--- src/rtl/dram_ring_arbiter.sv ---
// Arbitrates the single DRAM command port between the ring-buffer writer and reader.
// Owns ring pointers, occupancy/full/empty, outstanding-read tracking and overflow count.
module dram_ring_arbiter #(
    parameter int unsigned ADDR_W     = 24,
    parameter int unsigned RING_DEPTH = 16777216,
    parameter int unsigned MAX_OUT    = 8,
    parameter int unsigned OVERWRITE  = 0
) (
    input  logic              clk_i,
    input  logic              rst_ni,
    input  logic              en_i,
    input  logic              wr_req_i,
    input  logic              rd_req_i,
    output logic              wr_grant_o,
    output logic              rd_grant_o,
    output logic [ADDR_W-1:0] dram_addr_o,
    output logic              dram_rwn_o,
    output logic              dram_cmd_valid_o,
    input  logic              dram_ready_i,
    input  logic              rd_val_i,
    output logic [ADDR_W:0]   occupancy_o,
    output logic              full_o,
    output logic              empty_o,
    output logic [7:0]        outstanding_o,
    output logic [15:0]       overflow_cnt_o,
    output logic [1:0]        state_o
);

    localparam logic [1:0] S_IDLE  = 2'd0;
    localparam logic [1:0] S_ARB   = 2'd1;
    localparam logic [1:0] S_ISSUE = 2'd2;

    localparam logic [ADDR_W-1:0] PTR_LAST  = ADDR_W'(RING_DEPTH - 1);
    localparam logic [ADDR_W:0]   OCC_FULL  = (ADDR_W + 1)'(RING_DEPTH);
    localparam logic [7:0]        MAX_OUT_C = 8'(MAX_OUT);
    localparam logic              OVR_EN    = (OVERWRITE != 0);

    logic [1:0]        state_q, state_d;
    logic [ADDR_W-1:0] wr_ptr_q, wr_ptr_d;
    logic [ADDR_W-1:0] rd_ptr_q, rd_ptr_d;
    logic [ADDR_W:0]   occ_q, occ_d;
    logic              full_q, full_d;
    logic              empty_q, empty_d;
    logic [7:0]        out_q, out_d;
    logic [15:0]       ovf_q, ovf_d;
    logic [ADDR_W-1:0] addr_q, addr_d;
    logic              rwn_q, rwn_d;
    logic              valid_q, valid_d;
    logic              last_rd_q, last_rd_d;

    logic              wr_elig;
    logic              rd_elig;
    logic              pick_wr;
    logic              rd_accept;
    logic              rd_ret;

    function automatic logic [ADDR_W-1:0] next_ptr(input logic [ADDR_W-1:0] p);
        return (p == PTR_LAST) ? '0 : p + ADDR_W'(1);
    endfunction

    // Acceptance happens in the cycle dram_ready meets the held command.
    assign wr_grant_o       = valid_q & dram_ready_i & ~rwn_q;
    assign rd_grant_o       = valid_q & dram_ready_i & rwn_q;
    assign dram_addr_o      = addr_q;
    assign dram_rwn_o       = rwn_q;
    assign dram_cmd_valid_o = valid_q;
    assign occupancy_o      = occ_q;
    assign full_o           = full_q;
    assign empty_o          = empty_q;
    assign outstanding_o    = out_q;
    assign overflow_cnt_o   = ovf_q;
    assign state_o          = state_q;

    // Next-state, command and bookkeeping logic.
    always_comb begin
        state_d   = state_q;
        wr_ptr_d  = wr_ptr_q;
        rd_ptr_d  = rd_ptr_q;
        occ_d     = occ_q;
        ovf_d     = ovf_q;
        addr_d    = addr_q;
        rwn_d     = rwn_q;
        valid_d   = valid_q;
        last_rd_d = last_rd_q;

        wr_elig   = wr_req_i & (~full_q | OVR_EN);
        rd_elig   = rd_req_i & ~empty_q & (out_q < MAX_OUT_C);
        // On a tie the writer wins only if the reader was granted last.
        pick_wr   = wr_elig & (~rd_elig | last_rd_q);
        rd_accept = valid_q & dram_ready_i & rwn_q;
        rd_ret    = rd_val_i & (out_q != 8'd0);

        case (state_q)
            S_IDLE: begin
                if (en_i) state_d = S_ARB;
            end
            S_ARB: begin
                if (!en_i) begin
                    state_d = S_IDLE;
                end else if (wr_elig | rd_elig) begin
                    addr_d  = pick_wr ? wr_ptr_q : rd_ptr_q;
                    rwn_d   = ~pick_wr;
                    valid_d = 1'b1;
                    state_d = S_ISSUE;
                end
            end
            S_ISSUE: begin
                if (dram_ready_i) begin
                    valid_d   = 1'b0;
                    state_d   = en_i ? S_ARB : S_IDLE;
                    last_rd_d = rwn_q;
                    if (rwn_q) begin
                        rd_ptr_d = next_ptr(rd_ptr_q);
                        occ_d    = occ_q - (ADDR_W + 1)'(1);
                    end else begin
                        wr_ptr_d = next_ptr(wr_ptr_q);
                        if (full_q) begin
                            rd_ptr_d = next_ptr(rd_ptr_q);
                            if (ovf_q != 16'hFFFF) ovf_d = ovf_q + 16'd1;
                        end else begin
                            occ_d = occ_q + (ADDR_W + 1)'(1);
                        end
                    end
                end
            end
            default: state_d = S_IDLE;
        endcase

        out_d   = out_q + 8'(rd_accept) - 8'(rd_ret);
        full_d  = (occ_d == OCC_FULL);
        empty_d = (occ_d == '0);
    end

    always_ff @(posedge clk_i or negedge rst_ni) begin
        if (!rst_ni) begin
            state_q   <= S_IDLE;
            wr_ptr_q  <= '0;
            rd_ptr_q  <= '0;
            occ_q     <= '0;
            full_q    <= 1'b0;
            empty_q   <= 1'b1;
            out_q     <= '0;
            ovf_q     <= '0;
            addr_q    <= '0;
            rwn_q     <= 1'b1;
            valid_q   <= 1'b0;
            last_rd_q <= 1'b1;
        end else begin
            state_q   <= state_d;
            wr_ptr_q  <= wr_ptr_d;
            rd_ptr_q  <= rd_ptr_d;
            occ_q     <= occ_d;
            full_q    <= full_d;
            empty_q   <= empty_d;
            out_q     <= out_d;
            ovf_q     <= ovf_d;
            addr_q    <= addr_d;
            rwn_q     <= rwn_d;
            valid_q   <= valid_d;
            last_rd_q <= last_rd_d;
        end
    end

endmodule

--- config.mk ---
export PLATFORM = sky130hd
export DESIGN_NAME = dram_ring_arbiter
export DESIGN_NICKNAME = d
export VERILOG_FILES = /design/src/rtl/dram_ring_arbiter.sv
export SDC_FILE = /design/constraint.sdc
export NUM_CORES = 1
export LEC_CHECK = 0
export BUFFER_PORTS_ARGS = -buffer_cell sky130_fd_sc_hd__buf_2
export CORE_ASPECT_RATIO = 0.8
export CORE_UTILIZATION = 45
export DETAILED_ROUTE_END_ITERATION = 12
export MAX_ROUTING_LAYER = met4
export PLACE_DENSITY = 0.71
export SLEW_MARGIN = 15
export SYNTH_ARGS = -nofsm -noshare
export SYNTH_HDL_FRONTEND = slang
export SYNTH_SLANG_ARGS = --single-unit
--- constraint.sdc ---
create_clock -name clk_i -period 3.5 [get_ports clk_i]
set_input_delay 0.175 -clock clk_i [delete_from_list [all_inputs] [get_ports clk_i]]
set_output_delay 0.175 -clock clk_i [all_outputs]
set_load 0.02 [all_outputs]
==> results of run 1 <==
## path summary, 6_finish.rpt
check	start	to	slack, ns
setup / recovery	occupancy_o[0]	full_o	0.21
hold / removal	dram_ready_i	state_o[1]	0.08
setup reg to reg	occupancy_o[0]	full_o	0.21
hold reg to reg	dram_addr_o[17]	dram_addr_o[17]	0.47
max in group asynchronous	rst_ni	wr_ptr_q[4]	2.07
min in group asynchronous	rst_ni	outstanding_o[1]	0.41
## flip-flops by register name (all words and copies together), names as in the netlist
signal / count
dram_addr_o: 24
overflow_cnt_o: 16
rd_ptr_q: 24
outstanding_o: 8
full_o: 1
dram_cmd_valid_o: 1
wr_ptr_q: 24
occupancy_o: 25
last_rd_q: 1
empty_o: 1
state_o: 2
dram_rwn_o: 1
## metal layers
| layer | GRT usage | vias to the layer above | share of wire |
|---|---|---|---|
| met2 | 0.3135 | 179 | 0.42 |
| met4 | 0.05305 | 0 | 0.0095 |
| met3 | 0.05458 | 12 | 0.061 |
| met5 | - | - | 0 |
| li1 | - | 2747 | - |
| met1 | 0.3306 | 2755 | 0.51 |
## power groups by stage
stage	logic, W	clock network (W)	registers, W
4_1_cts	0.00208	0.00167	0.00203
2_1_floorplan	0.00137	0	0.00218
3_3_place_gp	0.00204	0	0.00204
6_report	0.00209	0.00164	0.00204
5_1_grt	0.00231	0.00175	0.00208
3_5_place_dp	0.00207	0	0.00205
## layout make-up
class / instances / area [µm²]
fillers: 1391 / 6835
multi-input cells: 529 / 3497
flip-flops and latches: 128 / 3207
repair buffers: 114 / 670.6
clock buffers: 20 / 466.7
well taps: 210 / 262.8
inverters: 24 / 90.09
clock inverters: 12 / 85.08
## cell usage after synthesis, types with 4 or more instances
cell        n  area, µm²
nor2_1     68      255.2
nand3b_1    4      30.03
nand3_1    28      140.1
inv_1      23      86.33
nor3_1     22      110.1
nor3b_1     5      37.54
or3_1       7      43.79
xor2_1     36      315.3
xnor2_1    47      411.6
clkbuf_1   20      75.07
nor4_1     20      125.1
and4_1      8      70.07
nand2_1    72      270.3
clkbuf_8    4      55.05
ha_1       17      212.7
dfrtp_1   125       3128
o32ai_1     4      35.03
or4_1       8      60.06
nand2b_1    6      37.54
mux2i_1    26      260.3
or2_2       4      25.02
buf_6       4      45.04
nand4b_1    4      35.03
nand4_1    26      162.7
o21ai_0    38      190.2
a21oi_1    18      90.09
## kinds of logic after synthesis
family / share of synthesized area
flops: 0.4578
fa+ha+maj: 0.03323
simple gates: 0.2349
mux: 0.04037
xor+xnor: 0.1038
buf+inv: 0.04644
compound gates: 0.08342
## stage by stage
stage	cell area, µm²	utilization
detailed placement	7692	0.5089
floorplan	7012	-
global placement	7692	0.5089
finish	8279	0.5478
global route	8279	0.5478
CTS	8264	0.5468
## layout by cell type, fill, tap and decap left out, types with 4 or more instances in the layout
cell type	Yosys	final
nand2_1	72	72
and4_1	8	8
or4_1	8	8
mux2i_1	26	26
clkbuf_16	0	17
nand4b_1	4	4
clkinvlp_4	0	4
nand3_1	28	28
xnor2_1	47	47
nand4_1	26	26
nor3b_1	5	5
a21oi_1	18	18
nor2_1	68	67
buf_4	3	24
nor4_1	20	20
xor2_1	36	36
clkinv_2	0	4
nand3b_1	4	4
or3_1	7	7
ha_1	17	17
nand2b_1	6	6
o21ai_0	38	38
dfrtp_1	125	125
nor3_1	22	22
buf_2	2	86
or2_2	4	4
inv_1	23	23
## timing repair
item | 4_1_cts | 5_1_grt
resized for setup | 0 | 2
hold buffers | 2 | 0
endpoints found under the hold margin | 61 | 0
endpoints found under the setup margin | 0 | 2
==> flow_metrics.env, run 1 <==
export IMPL_outcome="finished, final reports clean"
export IMPL_crit_required_ns=3.82
export IMPL_max_slew_margin=0.3598
export IMPL_yosys_warnings=0
export IMPL_layout_cells_non_filler=1037
export IMPL_powerDensity_nw_per_um2=696.5
export IMPL_place_congestion=0.9313
export IMPL_syn_to_final_growth_pct=18.20
export IMPL_ys_types=70
export IMPL_grt_overflow_total=0
export IMPL_tightest_slew_ns=0.9473
export IMPL_synth_edf_count=0
export IMPL_cp_depth=9
export IMPL_critPathBufInv=1
export IMPL_crit_chain="inv_1 > ha_1 > or4b_4 > o32ai_4 > o211ai_2 > xnor2_1 > or4b_2 > or4_4 > nor4b_2"
export IMPL_antenna_found_initial=0
export IMPL_rows=40
export IMPL_clock_power_share=0.284
export IMPL_worst_r2r_path_depth=9
export IMPL_skew_ns=0.006595
export IMPL_wire_per_inst_um=16.01
export IMPL_rsz0062_at_grt="false"
export IMPL_synth_flop_cell="dfrtp_1"
export IMPL_clock_latency_ns=0.41
export IMPL_post_cts_buffers=0
export IMPL_holdWs_ns=0.08303
export IMPL_wirelength_um=16610
export IMPL_min_path_type="primary input to register"
export IMPL_fin_setup_tns_ns=0
export IMPL_start_kind="register"
export IMPL_internal_power_w=0.003526
export IMPL_setup_ws_ns=0.2127
export IMPL_dpl_hpwl_um=11890
export IMPL_cts_made_buffers=17
export IMPL_cp_max_fo=3
export IMPL_grt_pass1_wl_um=27450
export IMPL_port_buffers=87
export IMPL_critPathKind="register to register"
export IMPL_core_area_um2=15110
export IMPL_firstDrtPassIters=5
export IMPL_power_switching_w=0.002240
export IMPL_drv_slew=0
export IMPL_viasPerCell=5.490
export IMPL_final_layout_size_suffix_gt1_frac=0.2044
export IMPL_peakVddDrop_mv=0.3787
export IMPL_initial_core_util=0.4634
export IMPL_syn_inst=717
export IMPL_ios=88
export IMPL_comb_power_share=0.363
export IMPL_hold_violations=0
export IMPL_final_min_clock_period_ns=3.287
export IMPL_grt_max_degree=65
export IMPL_clk_path_buf_depth=2
export IMPL_cts_tree="yes"
export IMPL_post_place_ws_ns=0.03917
export IMPL_netSwitchingFraction=0.3884
export IMPL_cp_end_kind="register"
export IMPL_syn_cell_area_um2=7004
export IMPL_cts_max_level=4
export IMPL_seq_area_frac_synth=0.4578
export IMPL_synth_avg_cell_area_um2=9.769
export IMPL_async_flop_share=1.000
export IMPL_fin_nets=839
export IMPL_max_freq_ghz=0.3042
export IMPL_grt_pass1_vias=5326
export IMPL_drtIter0Drc=365
export IMPL_drc=0
export IMPL_worst_ep_arrival_time_ns=3.61
export IMPL_cpPeakStageDelay_ns=0.71
export IMPL_num_vias=5693
export IMPL_power_w=0.005766
export IMPL_crit_family="simple AND/OR/NAND/NOR gates"
export IMPL_die_w_um=141.5
export IMPL_cts_root_buf="clkbuf_16"
export IMPL_power_leakage_nw=3.838
export IMPL_drtAntennaViolNets=0
export IMPL_maxCapViolations=0
export IMPL_ys_seq_elements=128
export IMPL_cts_clk_slew_worst_paths_ns=0.06
export IMPL_setup_viol=0
export IMPL_p_seq_frac=0.353
export IMPL_critPathSlowestCell="or4b_2"
export IMPL_dieArea_um2=16070
export IMPL_grtUsageTotal=0.2259
export IMPL_period_share=0.9392
export IMPL_placedCellCount=1003
export IMPL_hold_depth=2
export IMPL_antennaDiodeCount=0
export IMPL_die_h_um=113.6
export IMPL_synth_nets=742
export IMPL_clkSinkCount=128
Power figures use the tool's default switching activity.
==> inputs of run 2 (changes only) <==
Settings changed: CORE_UTILIZATION 45 to 39, PLACE_DENSITY 0.71 to 0.64.
==> flow_metrics.env, run 2 (synthesized netlist as in run 1, its figures left out) <==
export IMPL_fin_nets=839
export IMPL_final_cell_area_um2=8300
export IMPL_skew_ns=0.008969
export IMPL_die_h_um=121.9
export IMPL_final_min_clock_period_ns=3.294
export IMPL_drtAntennaViolNets=0
export IMPL_antenna_found_initial=0
export IMPL_drv_slew=0
export IMPL_post_cts_buffers=0
export IMPL_placed_cell_area_um2=7696
export IMPL_power_leakage_nw=3.853
export IMPL_wirelength_um=17290
export IMPL_clkSinkCount=128
export IMPL_clock_latency_ns=0.42
export IMPL_setup_viol=0
export IMPL_cts_tree="yes"
export IMPL_outcome="finished, final reports clean"
export IMPL_max_freq_ghz=0.3036
export IMPL_dieArea_um2=18500
export IMPL_layout_common_cells="dfrtp_1, buf_2, nand2_1, nor2_1, xnor2_1"
export IMPL_antennaDiodeCount=0
export IMPL_fin_util=0.4762
export IMPL_initial_core_util=0.4018
export IMPL_max_slew_margin=0.3425
export IMPL_start_kind="register"
export IMPL_dpl_hpwl_um=12240
export IMPL_grt_overflow_total=0
export IMPL_period_share=0.9410
export IMPL_viasPerCell=5.378
export IMPL_drc=0
export IMPL_largest_register_ffs=25
export IMPL_min_path_type="primary input to register"
export IMPL_grt_pass1_wl_um=28500
export IMPL_num_vias=5641
export IMPL_core_area_um2=17430
export IMPL_port_buffers=87
export IMPL_ios=88
export IMPL_firstDrtPassIters=7
export IMPL_cts_made_buffers=17
export IMPL_cts_max_level=4
export IMPL_fin_setup_tns_ns=0
export IMPL_internal_power_w=0.003662
export IMPL_p_seq_frac=0.351
export IMPL_holdWs_ns=0.09546
export IMPL_place_congestion=0.8810
export IMPL_crit_required_ns=3.83
export IMPL_peakVddDrop_mv=0.3450
export IMPL_final_common_cell="dfrtp_1"
export IMPL_cp_max_fo=3
export IMPL_grt_pass1_vias=5263
export IMPL_drtIter0Drc=417
export IMPL_layout_cells_non_filler=1049
export IMPL_die_w_um=151.8
export IMPL_grt_max_degree=107
export IMPL_clock_power_share=0.295
export IMPL_cts_clk_slew_worst_paths_ns=0.06
export IMPL_tightest_slew_ns=0.9862
export IMPL_netSwitchingFraction=0.3751
export IMPL_powerDensity_nw_per_um2=706.0
export IMPL_clk_path_buf_depth=2
export IMPL_placedCellCount=1018
export IMPL_cp_end_kind="register"
export IMPL_cts_root_buf="clkbuf_16"
export IMPL_comb_power_share=0.354
export IMPL_critPathKind="register to register"
export IMPL_power_switching_w=0.002198
export IMPL_syn_to_final_growth_pct=18.51
export IMPL_maxCapViolations=0
export IMPL_wire_per_inst_um=16.48
export IMPL_final_layout_size_suffix_gt1_frac=0.2015
export IMPL_worst_ep_arrival_time_ns=3.62
export IMPL_grtUsageTotal=0.2031
export IMPL_rsz0062_at_grt="false"
export IMPL_hold_violations=0
export IMPL_rows=43
run 2: cell count changes in the layout (fill, tap and decap cells not counted):
cell | before | now
clkinv_4 | 2 | 0
buf_6 | 0 | 1
clkinvlp_4 | 4 | 0
buf_12 | 2 | 0
clkinv_2 | 4 | 5
nor4bb_1 | 1 | 0
buf_4 | 24 | 25
nor4bb_2 | 0 | 1
inv_6 | 2 | 0
clkbuf_8 | 3 | 4
bufinv_16 | 0 | 2
clkbuf_1 | 0 | 1
run 2: per-layer routing:
layer	vias up	routed length (µm)	GRT usage
met4	0	128	0.05688
li1	2735	-	-
met3	12	1213	0.05407
met2	181	6820	0.2588
met5	-	0	-
met1	2713	9126	0.3071
run 2: worst max-delay path, cell delays in order (launching register included):
cell and delay (ns):
dfrtp_1 0.38, inv_1 0.08, ha_1 0.16, or4b_4 0.51, o32ai_4 0.25, o211ai_2 0.13, xnor2_1 0.15, or4b_2 0.72
or4_4 0.55, nor4b_2 0.27
run 2: metrics by stage:
step	setup slack, ns	total power [W]
floorplan	0.01270	0.003547
global placement	0.1138	0.004105
detailed placement	0.04817	0.004113
CTS	0.03122	0.005873
global route	0.06940	0.006209
finish	0.2064	0.005861
run 2: layout make-up:
| class | count | area (µm²) |
|---|---|---|
| multi-input combinational | 529 | 3503 |
| tap | 225 | 281.5 |
| inverter | 24 | 90.09 |
| sequential | 128 | 3207 |
| clock inverter | 7 | 85.08 |
| timing repair buffer | 114 | 649.4 |
| clock buffer | 22 | 484.2 |
| fill | 1667 | 9131 |
run 2: repair_timing:
| action | 4_1_cts | 5_1_grt |
|---|---|---|
| setup endpoints to repair | 0 | 2 |
| resized for setup | 0 | 2 |
| hold buffers | 2 | 0 |
| hold endpoints to repair | 103 | 0 |
run 2: path summary, 6_finish.rpt:
path	slack, ns	startpoint	cells past startpoint	to
worst min-delay path	0.1	dram_ready_i	2	state_o[1]
worst max-delay path	0.21	occupancy_o[0]	9	full_o
worst min register to register	0.47	dram_addr_o[7]	2	dram_addr_o[7]
max in group asynchronous	2.17	rst_ni	3	empty_o
worst max register to register	0.21	occupancy_o[0]	9	full_o
min in group asynchronous	0.45	rst_ni	2	dram_addr_o[8]
run 2: power groups by stage:
stage / clock network (W) / registers (W) / logic, W
after floorplan: 0 / 0.00218 / 0.00137
after global placement: 0 / 0.00206 / 0.00205
after detailed placement: 0 / 0.00207 / 0.00204
after CTS: 0.00177 / 0.00204 / 0.00206
after global routing: 0.00184 / 0.00209 / 0.00228
final: 0.00173 / 0.00206 / 0.00207
